[src/rtl/sumator_seq_pkg.sv]
// Shared constants and types for the sequential multi-word adder/subtractor.
// Word width, FSM state encoding, operation encoding and the overflow helper.
package sumator_seq_pkg;

  localparam int WORD_W = 16;

  localparam logic OP_ADD = 1'b0;
  localparam logic OP_SUB = 1'b1;

  typedef enum logic [1:0] {
    IDLE = 2'd0,
    RUN  = 2'd1,
    DONE = 2'd2
  } state_t;

  // Signed overflow: operands agree in sign but the result does not.
  function automatic logic signed_ovf(input logic a_msb, input logic b_msb, input logic s_msb);
    return (a_msb == b_msb) && (s_msb != a_msb);
  endfunction

endpackage

[src/rtl/sumator16b.sv]
// 16-bit two-level carry-lookahead adder: four 4-bit groups with group P/G
// lookahead. Per-bit propagate, generate and carry-in are exported for debug.
module sumator16b (
  input  logic [15:0] a,
  input  logic [15:0] b,
  input  logic        cin,
  output logic [15:0] s,
  output logic        cout,
  output logic [15:0] p,
  output logic [15:0] g,
  output logic [15:0] c
);

  logic [3:0] gp_s;
  logic [3:0] gg_s;
  logic [4:0] gc_s;

  // Bit and group propagate/generate, group carries, then bit carries and sum.
  always_comb begin
    p = a ^ b;
    g = a & b;
    for (int j = 0; j < 4; j++) begin
      gp_s[j] = &p[4*j +: 4];
      gg_s[j] = g[4*j+3]
              | (p[4*j+3] & g[4*j+2])
              | (p[4*j+3] & p[4*j+2] & g[4*j+1])
              | (p[4*j+3] & p[4*j+2] & p[4*j+1] & g[4*j]);
    end

    gc_s[0] = cin;
    gc_s[1] = gg_s[0] | (gp_s[0] & cin);
    gc_s[2] = gg_s[1] | (gp_s[1] & gg_s[0]) | (gp_s[1] & gp_s[0] & cin);
    gc_s[3] = gg_s[2] | (gp_s[2] & gg_s[1]) | (gp_s[2] & gp_s[1] & gg_s[0])
            | (gp_s[2] & gp_s[1] & gp_s[0] & cin);
    gc_s[4] = gg_s[3] | (gp_s[3] & gg_s[2]) | (gp_s[3] & gp_s[2] & gg_s[1])
            | (gp_s[3] & gp_s[2] & gp_s[1] & gg_s[0])
            | (gp_s[3] & gp_s[2] & gp_s[1] & gp_s[0] & cin);

    for (int j = 0; j < 4; j++) begin
      c[4*j]   = gc_s[j];
      c[4*j+1] = g[4*j] | (p[4*j] & gc_s[j]);
      c[4*j+2] = g[4*j+1] | (p[4*j+1] & g[4*j]) | (p[4*j+1] & p[4*j] & gc_s[j]);
      c[4*j+3] = g[4*j+2] | (p[4*j+2] & g[4*j+1]) | (p[4*j+2] & p[4*j+1] & g[4*j])
               | (p[4*j+2] & p[4*j+1] & p[4*j] & gc_s[j]);
    end

    s    = p ^ c;
    cout = gc_s[4];
  end

endmodule

[src/rtl/sumator_seq.sv]
// Sequential NWORDS x 16-bit adder/subtractor: one word per clock through a
// single carry-lookahead adder, carry chained through a register between words.
module sumator_seq
  import sumator_seq_pkg::*;
#(
  parameter int NWORDS = 4
) (
  input  logic                       clk,
  input  logic                       rst,
  input  logic                       start,
  input  logic                       op,
  input  logic [WORD_W*NWORDS-1:0]   a,
  input  logic [WORD_W*NWORDS-1:0]   b,
  input  logic                       cin,
  output logic                       busy,
  output logic                       done,
  output logic [WORD_W*NWORDS-1:0]   sum,
  output logic                       cout,
  output logic                       ovf
);

  localparam int DATA_W = WORD_W * NWORDS;
  localparam int IDXW   = (NWORDS > 1) ? $clog2(NWORDS) : 1;
  localparam logic [IDXW-1:0] LAST_IDX = IDXW'(NWORDS - 1);

  state_t              state_r;
  logic [DATA_W-1:0]   a_r;
  logic [DATA_W-1:0]   b_r;
  logic                carry_r;
  logic [IDXW-1:0]     idx_r;

  logic [WORD_W-1:0]   a_word_s;
  logic [WORD_W-1:0]   b_word_s;
  logic [WORD_W-1:0]   word_sum_s;
  logic                word_cout_s;

  // Select the operand words for the current index.
  always_comb begin
    a_word_s = a_r[WORD_W*int'(idx_r) +: WORD_W];
    b_word_s = b_r[WORD_W*int'(idx_r) +: WORD_W];
  end

  sumator16b u_word_add (
    .a    (a_word_s),
    .b    (b_word_s),
    .cin  (carry_r),
    .s    (word_sum_s),
    .cout (word_cout_s),
    .p    (),
    .g    (),
    .c    ()
  );

  // Control FSM with registered status and result outputs.
  always_ff @(posedge clk) begin
    if (rst) begin
      state_r <= IDLE;
      a_r     <= {DATA_W{1'b0}};
      b_r     <= {DATA_W{1'b0}};
      carry_r <= 1'b0;
      idx_r   <= {IDXW{1'b0}};
      sum     <= {DATA_W{1'b0}};
      cout    <= 1'b0;
      ovf     <= 1'b0;
      busy    <= 1'b0;
      done    <= 1'b0;
    end else begin
      case (state_r)
        IDLE: begin
          done <= 1'b0;
          if (start) begin
            // Subtraction is a + ~b + 1; b is stored already inverted.
            a_r     <= a;
            b_r     <= (op == OP_SUB) ? ~b : b;
            carry_r <= (op == OP_SUB) ? 1'b1 : cin;
            idx_r   <= {IDXW{1'b0}};
            busy    <= 1'b1;
            state_r <= RUN;
          end
        end
        RUN: begin
          sum[WORD_W*int'(idx_r) +: WORD_W] <= word_sum_s;
          carry_r <= word_cout_s;
          if (idx_r == LAST_IDX) begin
            cout    <= word_cout_s;
            ovf     <= signed_ovf(a_r[DATA_W-1], b_r[DATA_W-1], word_sum_s[WORD_W-1]);
            busy    <= 1'b0;
            done    <= 1'b1;
            state_r <= DONE;
          end else begin
            idx_r <= idx_r + IDXW'(1);
          end
        end
        DONE: begin
          done    <= 1'b0;
          state_r <= IDLE;
        end
        default: begin
          busy    <= 1'b0;
          done    <= 1'b0;
          state_r <= IDLE;
        end
      endcase
    end
  end

endmodule

[config.mk]
export PLATFORM = sky130hd
export DESIGN_NAME = sumator_seq
export DESIGN_NICKNAME = d
export VERILOG_FILES = /design/src/rtl/sumator_seq_pkg.sv /design/src/rtl/sumator16b.sv /design/src/rtl/sumator_seq.sv
export SDC_FILE = /design/constraint.sdc
export NUM_CORES = 1
export LEC_CHECK = 0
export CAP_MARGIN = 20
export CORE_MARGIN = 5
export CORE_UTILIZATION = 35
export DETAILED_ROUTE_END_ITERATION = 8
export PLACE_DENSITY_LB_ADDON = 0.25
export SLEW_MARGIN = 40
export SYNTH_ARGS = -nofsm -noshare
export SYNTH_HDL_FRONTEND = slang
export SYNTH_SLANG_ARGS = --single-unit
export TNS_END_PERCENT = 10
[constraint.sdc]
create_clock -name clk -period 4 [get_ports clk]
set_clock_uncertainty 0.05 [all_clocks]
set_input_delay 0.8 -clock clk [delete_from_list [all_inputs] [get_ports clk]]
set_output_delay 0.8 -clock clk [all_outputs]
set_load 0.02 [all_outputs]
==> impl_metrics.json <==
{
  "relSlewSlack": 0.455,
  "async_flop_share": 0,
  "vdd_drop_max_mv": 0.250,
  "initial_core_util": 0.354,
  "run_status": "completed",
  "startpoint_type": "flip-flop",
  "synth_ff_type": "dfxtp_1",
  "ios": 201,
  "gr-usage-met3": 0.0356,
  "path_clk_slew_ps": 60,
  "track_usage": 0.175,
  "die_y_um": 169,
  "die_w_um": 169,
  "crit_arrival_ps": 4080,
  "critical_path_required_ps": 4390,
  "ant_nets": 0,
  "worstPathMaxFanout": 21,
  "cts_made_buffers": 22,
  "hold_viol": 0,
  "synth_cell_types": 39,
  "mostFrequentLayoutCells": "199 x dfxtp_1, 198 x clkdlybuf4s50_1, 143 x nand2_1",
  "p_leak_uw": 0.00425,
  "postRouteWirelength_mm": 25.8,
  "slew_violations": 0,
  "cp_top_family": "compound AO/OA/AOI/OAI gates",
  "clock-sinks": 201,
  "clockRootBuffer": "clkbuf_16",
  "grt_max_degree": 127,
  "whs_ps": 402,
  "cp-end-kind": "flip-flop",
  "grt_pass1_vias": 7330,
  "clockBufferDepth": 3,
  "hold_buffers": 0,
  "muxShareOfSynthArea": 0.0810,
  "vias": 7371,
  "seq_area_frac_synth": 0.452,
  "critPathKind": "flip-flop to flip-flop",
  "die_area_um2": 28700,
  "fmax_mhz": 271,
  "grt-busiest-layer": "met2",
  "ys_ff_latch": 201,
  "wl_per_cell_um": 17.4,
  "rows": 58,
  "power.density_nw_per_um2": 413,
  "yosys.area_share.adder": 0.0399,
  "htree_levels": 1,
  "cp_slowest_cell": "dfxtp_2",
  "min_period_over_period": 0.924,
  "setup_viol": 0,
  "overflow": 0,
  "avgSynthCellArea_um2": 9.20,
  "nets": 1297,
  "mostFrequentLayoutCell": "dfxtp_1",
  "antenna_found_initial": 0,
  "detailed_place_hpwl_mm": 19.3,
  "maxCapViolCount": 0,
  "grt_first_pass_wirelength_mm": 40.5,
  "critPathBufInv": 0,
  "path_cells": "mux4_2 > ha_1 > a21o_1 > a31o_2 > a21oi_1 > nand2_1 > fa_1 > xor2_1 > a22oi_1 > nor2_1",
  "synth_edf_count": 0,
  "drc_errors": 0,
  "synthCells": 967,
  "clk_latency_ps": 500,
  "worstMarginPinSlew_ps": 815,
  "drive_gt1_frac": 0.0859,
  "coreArea_um2": 25100,
  "syn_area_um2": 8900,
  "drt_iter0_drc": 556,
  "cts_resized": 0,
  "synth_compound_area_frac": 0.173,
  "synth-simple-area-share": 0.146,
  "ys_warn_count": 0,
  "max_stage_delay_ps": 760,
  "synth_top_family_by_area": "compound AO/OA/AOI/OAI gates",
  "met1_usage": 0.242,
  "synthXorXnorAreaFrac": 0.0718,
  "first_pass_iters": 5,
  "n_antenna_cell": 0,
  "io_buffers": 200,
  "syn-num-nets": 1126,
  "viasPerCell": 4.97,
  "area_growth_pct": 34.1,
  "setup_tns_ps": 0,
  "finalCriticalPeriod_ps": 3700,
  "grt_use_met2": 0.286,
  "min_path_type": "flip-flop to flip-flop",
  "place_congestion": 0.831,
  "grt_setup_unrepaired": "false",
  "cts_setup_buffers": 0,
  "tritoncts": "done"
}
-- cells in the mapped netlist (2+ instances only) --
cell type	instances	area [um2]
a211oi_1	66	495
a21o_1	2	15.0
a21oi_1	82	410
a22oi_1	44	330
a31o_2	2	17.5
a31oi_1	3	18.8
a32oi_1	2	17.5
buf_1	13	48.8
buf_2	4	20.0
clkbuf_1	58	218
dfxtp_1	201	4020
fa_1	4	80.1
ha_1	22	275
inv_1	9	33.8
mux4_2	32	721
nand2_1	143	537
nand2b_1	10	62.6
nand3b_1	16	120
nor2_1	124	465
nor2b_1	2	12.5
nor3_1	3	15.0
nor4b_1	3	26.3
o211ai_1	2	15.0
o21a_1	2	15.0
o21ai_0	29	145
o21bai_1	3	22.5
o22ai_1	2	12.5
or2_2	2	12.5
xnor2_1	68	596
xor2_1	5	43.8
-- where the power goes --
part / switching, uW / internal, uW / total, uW / leakage [uW]
Sequential: 77.4 / 2120 / 2190 / 0.00165
Clock: 784 / 1130 / 1910 / 0.000330
Combinational: 429 / 390 / 818 / 0.00228
-- cell type report --
class / instances / area [um2]
Clock inverter: 3 / 17.5
Sequential cell: 201 / 4030
Timing Repair Buffer: 222 / 2190
Clock buffer: 35 / 661
Inverter: 9 / 33.8
Tap cell: 330 / 413
Fill cell: 2435 / 13200
Multi-Input combinational cell: 682 / 4590
-- worst register-to-register path, stage by stage (launching register included) --
cell	delay, ps
dfxtp_2	760
mux4_2	620
ha_1	390
a21o_1	240
a31o_2	260
a21oi_1	230
nand2_1	120
fa_1	380
xor2_1	320
a22oi_1	150
nor2_1	110
-- state kept, by name (all words and copies together), names as in the netlist --
name and flops:
idx_r 2, b_r 64, a_r 64, sum 64, busy 1, ovf 1
state_r 2, cout 1, done 1, carry_r 1
-- worst paths after layout --
kind / cells past startpoint / start / slack [ps] / to
worst max-delay path: 10 / idx_r[0]$_SDFFE_PP0P_ / 300 / sum[29]$_SDFFE_PP0P_
worst min register to register: 2 / a_r[34]$_SDFFE_PP0P_ / 400 / a_r[34]$_SDFFE_PP0P_
worst max register to register: 10 / idx_r[0]$_SDFFE_PP0P_ / 300 / sum[29]$_SDFFE_PP0P_
worst min-delay path: 2 / a_r[34]$_SDFFE_PP0P_ / 400 / a_r[34]$_SDFFE_PP0P_
-- kinds of logic (layout without fill, tap and decap cells) --
group | Yosys count | in the layout
flip-flops | 201 | 201
AND/OR/NAND/NOR | 309 | 309
XOR/XNOR | 73 | 73
buffers and inverters | 84 | 269
multiplexers | 32 | 32
adder cells (fa/ha/maj) | 26 | 26
AO/OA/AOI/OAI | 242 | 242
-- layer usage --
metal / vias to the layer above / share of wire
met1: 3396 / 0.46
met2: 209 / 0.46
met3: 31 / 0.062
met5: - / 0
met4: 0 / 0.019
li1: 3735 / -
-- metrics by stage --
stage                     instances  setup slack, ps  instance area, um2  utilization  power, uW
after detailed placement       1444              325               11300        0.448       3060
after CTS                      1482              302               11900        0.475       4970
final                          1482              305               11900        0.475       4920
after floorplan                 967              183                8900            -       2710
after global routing           1482             16.5               11900        0.475       5150
after global placement         1444              376               11300        0.448       3050
(Power assumes the default switching activity.)
